==> src/rtl/bcd_pkg.sv <==
// rtl/bcd_pkg.sv - shared types and constants for the serial BCD adder
//
// Purpose: sequencer state encoding and packed-BCD digit constants used by
// bcd_digit_add and bcd_serial_add_ctrl.
// Ports: none (package).

package bcd_pkg;

  typedef enum logic [1:0] {
    IDLE = 2'd0,
    RUN  = 2'd1,
    DONE = 2'd2
  } bcd_state_e;

  localparam int BCD_DIGIT_W = 4;
  localparam int BCD_MAX     = 9;
  localparam int BCD_CORR    = 6;

endpackage

==> src/rtl/bcd_digit_add.sv <==
// rtl/bcd_digit_add.sv - combinational single-digit BCD adder stage
//
// Purpose: adds two BCD digits plus a decimal carry and applies the +6
// correction when the binary sum exceeds 9. Out-of-range digits are not
// saturated; they follow the same rule and are flagged instead.
// Ports:
//   ad, bd     in  BCD_DIGIT_W  operand digits
//   c          in  1            decimal carry-in
//   digit      out BCD_DIGIT_W  corrected result digit
//   c_out      out 1            decimal carry-out
//   bad_digit  out 1            ad or bd was greater than 9

module bcd_digit_add
  import bcd_pkg::*;
(
  input  logic [BCD_DIGIT_W-1:0] ad,
  input  logic [BCD_DIGIT_W-1:0] bd,
  input  logic                   c,
  output logic [BCD_DIGIT_W-1:0] digit,
  output logic                   c_out,
  output logic                   bad_digit
);

  localparam logic [BCD_DIGIT_W:0]   MAX_RAW   = (BCD_DIGIT_W+1)'(BCD_MAX);
  localparam logic [BCD_DIGIT_W-1:0] MAX_DIGIT = BCD_DIGIT_W'(BCD_MAX);
  localparam logic [BCD_DIGIT_W-1:0] CORR      = BCD_DIGIT_W'(BCD_CORR);

  // One extra bit so 15+15+1 does not wrap before the range test.
  logic [BCD_DIGIT_W:0] raw;

  assign raw = {1'b0, ad} + {1'b0, bd} + {{BCD_DIGIT_W{1'b0}}, c};

  always_comb begin
    digit = raw[BCD_DIGIT_W-1:0];
    c_out = 1'b0;
    if (raw > MAX_RAW) begin
      // Adding 6 modulo 16 skips the six unused codes A..F.
      digit = raw[BCD_DIGIT_W-1:0] + CORR;
      c_out = 1'b1;
    end
  end

  assign bad_digit = (ad > MAX_DIGIT) || (bd > MAX_DIGIT);

endmodule

==> src/rtl/bcd_serial_add_ctrl.sv <==
// rtl/bcd_serial_add_ctrl.sv - digit-serial packed-BCD adder sequencer
//
// Purpose: adds two DIGITS-wide packed-BCD operands one digit per clock,
// least-significant digit first, through a single bcd_digit_add stage.
// Ports:
//   clk      in  1         rising-edge clock
//   rst      in  1         asynchronous active-high reset
//   start    in  1         request; honoured only in IDLE or DONE
//   a, b     in  4*DIGITS  packed BCD operands, digit 0 in bits [3:0]
//   cin      in  1         decimal carry-in to digit 0
//   busy     out 1         high while digits are being processed
//   done     out 1         one-cycle pulse when sum/cout/invalid are valid
//   sum      out 4*DIGITS  packed BCD result
//   cout     out 1         decimal carry-out of the top digit
//   invalid  out 1         some processed input digit was greater than 9

module bcd_serial_add_ctrl
  import bcd_pkg::*;
#(
  parameter int DIGITS = 4
) (
  input  logic                            clk,
  input  logic                            rst,
  input  logic                            start,
  input  logic [BCD_DIGIT_W*DIGITS-1:0]   a,
  input  logic [BCD_DIGIT_W*DIGITS-1:0]   b,
  input  logic                            cin,
  output logic                            busy,
  output logic                            done,
  output logic [BCD_DIGIT_W*DIGITS-1:0]   sum,
  output logic                            cout,
  output logic                            invalid
);

  localparam int W  = BCD_DIGIT_W * DIGITS;
  localparam int CW = (DIGITS > 1) ? $clog2(DIGITS) : 1;
  localparam logic [CW-1:0] LAST_CNT = CW'(DIGITS - 1);

  bcd_state_e            state, state_n;
  logic [W-1:0]          a_sr, b_sr;
  logic                  carry;
  logic [CW-1:0]         cnt;
  logic                  capture;
  logic                  last_digit;

  logic [BCD_DIGIT_W-1:0] digit;
  logic                   digit_c;
  logic                   digit_bad;

  bcd_digit_add u_digit (
    .ad        (a_sr[BCD_DIGIT_W-1:0]),
    .bd        (b_sr[BCD_DIGIT_W-1:0]),
    .c         (carry),
    .digit     (digit),
    .c_out     (digit_c),
    .bad_digit (digit_bad)
  );

  assign last_digit = (cnt == LAST_CNT);

  always_comb begin
    state_n = state;
    capture = 1'b0;
    unique case (state)
      IDLE: begin
        if (start) begin
          state_n = RUN;
          capture = 1'b1;
        end
      end
      RUN: begin
        if (last_digit) state_n = DONE;
      end
      DONE: begin
        // Back-to-back starts are accepted here so throughput stays at one
        // add per DIGITS+1 cycles.
        if (start) begin
          state_n = RUN;
          capture = 1'b1;
        end else begin
          state_n = IDLE;
        end
      end
      default: state_n = IDLE;
    endcase
  end

  assign busy = (state == RUN);
  assign done = (state == DONE);

  always_ff @(posedge clk or posedge rst) begin
    if (rst) begin
      state   <= IDLE;
      a_sr    <= '0;
      b_sr    <= '0;
      carry   <= 1'b0;
      cnt     <= '0;
      sum     <= '0;
      cout    <= 1'b0;
      invalid <= 1'b0;
    end else begin
      state <= state_n;
      if (capture) begin
        a_sr    <= a;
        b_sr    <= b;
        carry   <= cin;
        cnt     <= '0;
        sum     <= '0;
        cout    <= 1'b0;
        invalid <= 1'b0;
      end else if (state == RUN) begin
        // Operands shift down so the active digit is always at [3:0]; result
        // digits enter from the top so digit 0 lands at [3:0] after DIGITS.
        a_sr    <= a_sr >> BCD_DIGIT_W;
        b_sr    <= b_sr >> BCD_DIGIT_W;
        sum     <= {digit, sum[W-1:BCD_DIGIT_W]};
        carry   <= digit_c;
        invalid <= invalid | digit_bad;
        cnt     <= cnt + CW'(1);
        if (last_digit) cout <= digit_c;
      end
    end
  end

endmodule
==> config.mk <==
export PLATFORM = sky130hd
export DESIGN_NAME = bcd_serial_add_ctrl
export DESIGN_NICKNAME = d
export VERILOG_FILES = /design/src/rtl/bcd_pkg.sv /design/src/rtl/bcd_digit_add.sv /design/src/rtl/bcd_serial_add_ctrl.sv
export SDC_FILE = /design/constraint.sdc
export NUM_CORES = 1
export LEC_CHECK = 0
export CORE_UTILIZATION = 55
export CTS_BUF_LIST = sky130_fd_sc_hd__clkbuf_2 sky130_fd_sc_hd__clkbuf_4 sky130_fd_sc_hd__clkbuf_8
export CTS_CLUSTER_DIAMETER = 150
export CTS_CLUSTER_SIZE = 40
export DETAILED_ROUTE_END_ITERATION = 6
export PLACE_DENSITY = 0.85
export SYNTH_ARGS = -nofsm -noshare
export SYNTH_HDL_FRONTEND = slang
export SYNTH_SLANG_ARGS = --single-unit
==> constraint.sdc <==
create_clock -name clk -period 7.4 [get_ports clk]
set_input_delay 1.11 -clock clk [delete_from_list [all_inputs] [get_ports clk]]
set_output_delay 1.11 -clock clk [all_outputs]
set_load 0.01 [all_outputs]
# Word level (Yosys, flattened, before mapping)
# Cells that the tools add are included.
# W data, S select, Z words.
[classes]
bitwise = 1
magnitude_cmp = 3
n_reduce_logical = 7
n_eq_ne = 5
add_sub_neg = 4
mux = 23
[ops]
columns = ["operator", "count"]
rows = [
  ["$mux W16", 6],
  ["$mux W1", 11],
  ["$gt A4 B4 Y1 const B", 2],
  ["$mux W2", 4],
  ["$pmux W2 S3", 1],
  ["$add A4 B4 Y5", 1],
  ["$add A5 B1 Y5", 1],
  ["$gt A5 B4 Y1 const B", 1],
  ["$add A4 B3 Y4 const B", 1],
  ["$eq A2 B2 Y1 const B", 2],
  ["$mux W4", 1],
  ["$reduce_and A2 Y1", 2],
  ["$reduce_bool A2 Y1", 2],
  ["$add A2 B1 Y2 const B", 1],
  ["$eq A2 B1 Y1 const B", 1],
  ["$logic_not A2 Y1", 1],
  ["$ne A2 B1 Y1 const B", 1],
  ["$ne A2 B2 Y1 const B", 1],
  ["$reduce_or A2 Y1", 1],
  ["$logic_or A1 B1 Y1", 1],
  ["$or A1 B1 Y1", 1],
]
[totals]
elab_cells = 51
out_inout_bits = 20
reg_bits = 55
inputBits = 36

# Depth between registers and ports, before layout
[depth]
ltp_word = 7
depth_mapped = 8
mapped_depth_nobuf = 8

# Modules after synthesis
# From an unflattened synthesis, not the netlist that was laid out.
[hier_totals]
hier_cells = 248
hier_area_um2 = 2798.9
[modules_own_cells]
columns = ["mod", "seq_area_each_um2", "instances", "area_each_um2", "cells_per_inst"]
rows = [
  ["bcd_serial_add_ctrl", 1376.3, 1, 2573.7, 223],
  ["bcd_digit_add", 0.0, 1, 225.2, 25],
]

# Worst setup path after synthesis
# No wires, ideal clock.
[synth_timing]
path_type = "register -> register"
start = "register a_sr[0]"
end = "register sum[15]"
arrival_time_ns = 2.349
stages_incl_launch_ff = 9
synth_period_minus_slack_ns = 2.435
n_path_buf = 0
setup_slack_ns = 4.965
required_ns = 7.314
setup_time_ns = 0.086
cell_sequence = "dfrtp_1 fa_1 fa_1 xnor2_1 ha_1 nor2b_1 a31oi_1 o2111a_1 nor3_1"
[synth_between]
elab_chain_len = 6
elab_cells_between_ends = 7
cone_classes = "3 x add/sub; 1 x order compare; 3 x mux"
[synth_lines]
columns = ["element", "line_no", "rtl"]
rows = [
  ["from (decl)", "bcd_serial_add_ctrl.sv:40", "logic [W-1:0] a_sr, b_sr;"],
  ["from (signal assigned)", "bcd_serial_add_ctrl.sv:114", "a_sr <= a_sr >> BCD_DIGIT_W;"],
  ["$add A4 B4 Y5 *", "bcd_digit_add.sv:31", "assign raw = {1'b0, ad} + {1'b0, bd} + {{BCD_DIGIT_W{1'b0}}, c};"],
  ["$add A5 B1 Y5 *", "bcd_digit_add.sv:31", ""],
  ["$add A4 B3 Y4 / $gt A5 B4 Y1 (equally long branches)", "bcd_digit_add.sv:38, bcd_digit_add.sv:36", ""],
  ["$mux W4 *", "bcd_digit_add.sv:36", "if (raw > MAX_RAW) begin"],
  ["$mux W16 *", "bcd_serial_add_ctrl.sv:111", "end else if (state == RUN) begin"],
  ["$mux W16 *", "bcd_serial_add_ctrl.sv:103", "if (capture) begin"],
  ["to (signal assigned)", "bcd_serial_add_ctrl.sv:116", "sum <= {digit, sum[W-1:BCD_DIGIT_W]};"],
  ["to (decl)", "bcd_serial_add_ctrl.sv:30", "output logic [BCD_DIGIT_W*DIGITS-1:0] sum,"],
]
# Mark *: on every way between the ends. The rest lies on a longest branch, timed or not. The select of a mux whose other input is x is not followed.
# A chain may end at the register's enable or synchronous reset.

# Final worst setup path
[layout_timing]
start = "register state[1]"
end = "output port busy"
[layout_between]
elab_chain_len = 1
[layout_lines]
columns = ["element", "line_no", "rtl"]
rows = [
  ["from (decl)", "bcd_serial_add_ctrl.sv:39", "bcd_state_e state, state_n;"],
  ["from (signal assigned)", "bcd_serial_add_ctrl.sv:102", "state <= state_n;"],
  ["$eq A2 B1 Y1", "bcd_serial_add_ctrl.sv:88", "assign busy = (state == RUN);"],
  ["to (decl)", "bcd_serial_add_ctrl.sv:28", "output logic busy,"],
]
# Every way passes these cells.

==> summary.md <==
| Metric | Value |
|---|---|
| Final setup fails | `0` |
| Final worst path period need | `3.43 ns` |
| Global Route met1 Usage | `32.4%` |
| CP endpoint kind | `primary output` |
| Status | `complete, no violations` |
| Largest area contributor in the netlist | `dfrtp_1` |
| Fin Clk Skew | `0.00893 ns` |
| Chip width | `68.5 microns` |
| Post-CTS Setup Inserts | `0` |
| Clock Sinks | `55` |
| I/O Pins | `56` |
| Clk pin slew, worst setup/hold paths | `0.09 ns` |
| Most common cell in the netlist | `dfrtp_1` |
| Initial core utilization | `59.1%` |
| M2 GR Usage | `38.7%` |
| First-pass GRT wire length | `8.40 mm` |
| Largest net degree at the start of global routing | `56` |
| Sequential element share of the synthesized area | `56.6%` |
| Layout area overhead | `27.7%` |
| Layout cells sized above 1 | `4.74%` |
| # diodes | `0` |
| Critical Path Fanout Max | `44` |
| Site Rows | `23` |
| Via count of the routed design | `1,912` |
| Die height | `68.5 microns` |
| Total gr overflow | `0` |
| Post-route DRC | `0` |
| Post-Syn Area | `2430 sq um` |
| Cell count after synthesis | `225` |
| Leak | `1.45 nW` |
| Nets@finish | `316` |
| Post-route cell area | `3110 sq um` |
| RSZ-0062 raised after global routing | `no` |
| Avg Cell Area, Syn | `10.8 sq um` |
| Clock Path Buffers | `2` |
| Cts-stage hold buffer count | `0` |
| Arrival @ worst endpoint | `2.32 ns` |
| Cts repair resizes | `0` |
| Root Driver | `clkbuf_8` |
| Cts bufs inserted | `5` |
| Required @ worst endpoint | `6.29 ns` |
| Worst min-delay path class | `flop to flop` |
| Fillers | `309` |
| Primary FF master, synth | `dfrtp_1` |
| Initial antenna violation count | `0` |
| Met3 usage | `4.11%` |
| Endpoints failing hold | `0` |
| Pwr/cell area | `483 nW/um^2` |
| Peak VDD IR | `0.213 mV` |
| Number of max-cap violations | `0` |
| Final wirelength | `4.91 mm` |
| Synth unique cells | `35` |
| Synth Warn # | `0` |
| Ys async rst share | `100%` |
| Max-slew violation count | `0` |
| Leading cell types by count after synthesis | `55 x dfrtp_1, 50 x nand2_1, 27 x a22oi_1, 22 x a22o_1, 9 x clkbuf_1` |
| HPWL Detailed | `3.21 mm` |
| Worst slew pin tran | `1.08 ns` |
| Gr usage total | `24.3%` |
| Initial DRT Pass Iterations | `4` |
| Post-DP Area | `2990 sq um` |
| Die area | `4690 sq um` |
| Final period utilization | `46.3%` |
| Critical Path Source Type | `flop` |
| Area share of the largest cell type after synthesis | `56.6%` |
| H-tree depth | `2` |
| Fmax | `0.292 GHz` |
| Clk_lat worst skew | `0.31 ns` |
| PortBufs | `55` |
| Via-per-instance ratio | `5.90` |
| Post-synth EDFFs | `0` |
| Synth top area cells | `dfrtp_1 57%, a22oi_1 8.3%, a22o_1 7.9%` |
| Critical path class | `flop to primary output` |
| Gr busiest metal | `met2` |
| Routed Antenna Nets | `0` |
| GPL Wtd Cong | `0.875` |
| Setup TNS | `0 ns` |
| Register bit total from synthesis | `55` |
| Routed WL per cell | `15.2 microns` |
| CTS tree | `yes` |
| Vias in the first global route | `1,887` |
| Max-Slew Margin vs Limit | `27.8%` |
| Core Region | `4120 sq um` |
| Drt initial violations | `183` |
| Syn Nets | `268` |
-- worst max-delay path, cell delays in order (launching register included) --
cell and delay [ns]:
dfrtp_1 0.38, nand2b_1 0.31, inv_2 0.64, clkdlybuf4s50_1 0.67
-- cell type report --
type	count	area (sq um)	area share [%]
sequential	55	1380	44.3
multi-input combinational	151	977	31.5
timing repair buffer	56	558	18.0
clock buffer	6	82.6	2.66
tap	50	62.6	2.01
clock inverter	2	35.0	1.13
inverter	4	15.0	0.483
-- registers in the layout (all words and copies together), names as in the netlist --
signal	flops
a_sr	16
b_sr	16
carry	1
cnt	2
cout	1
invalid	1
state	2
sum	16
-- layer usage --
| metal | wire, microns | part of all wire, % | up-vias |
|---|---|---|---|
| li1 | - | - | 907 |
| met1 | 2230 | 45 | 935 |
| met2 | 2390 | 49 | 61 |
| met3 | 206 | 4.2 | 9 |
| met4 | 95 | 1.9 | 0 |
| met5 | 0 | 0 | - |
-- power breakdown --
group          leakage (nW)  switching, mW  internal [mW]
Combinational         0.687          0.419          0.352
Sequential            0.699         0.0917          0.436
Clock                0.0612         0.0921          0.110
-- final timing paths --
path	start	endpoint	slack [ns]	cells after the start
worst max-delay path	state[1]$_DFFE_PP0P_	busy	3.97	3
worst min-delay path	invalid$_DFFE_PP0P_	invalid$_DFFE_PP0P_	0.48	1
worst max register to register	a_sr[0]$_DFFE_PP0P_	sum[15]$_DFFE_PP0P_	4.62	8
worst min register to register	invalid$_DFFE_PP0P_	invalid$_DFFE_PP0P_	0.48	1
max in group asynchronous	rst	a_sr[10]$_DFFE_PP0P_	5.35	2
min in group asynchronous	rst	sum[1]$_DFFE_PP0P_	1.38	2
-- stage by stage --
stage          hold WS (ns)  power (mW)  util [%]  setup slack [ns]  cells
3_3_place_gp          0.457        1.27      72.6              4.17    316
2_1_floorplan         0.446        1.08         -              4.95    225
3_5_place_dp          0.463        1.30      72.6              4.07    316
5_1_grt               0.500        1.63      75.5              3.86    324
6_report              0.482        1.50      75.5              3.97    324
4_1_cts               0.485        1.50      75.5              3.96    324
-- logic make-up after synthesis --
logic type	Yosys count	synth area share (%)
AOI/OAI and AO/OA	70	22.1
adders and majority gates	7	4.22
DFF	55	56.6
buffers and inverters	19	3.60
and+or+nand+nor	73	13.2
xor gates and xnor gates	1	0.360
-- layout by cell type, fill, tap and decap left out, drive strengths merged --
master / instances
or3: 1
a22o: 22
a31o: 1
nor2: 4
a21o: 2
a221oi: 2
o21ai: 6
a211oi: 1
a21oi: 4
o2111a: 1
nand2: 50
clkbuf: 6
clkdlybuf4s50: 55
nor3: 1
xnor2: 1
nand3: 4
a22oi: 27
a311o: 1
bufinv: 1
fa: 2
clkinv: 1
a31oi: 2
a21bo: 1
buf: 1
ha: 5
and2: 1
and3: 2
nor2b: 3
dfrtp: 55
inv: 4
nand4: 2
nand2b: 4
and4: 1
No activity file was read; power rests on OpenSTA's default activity.
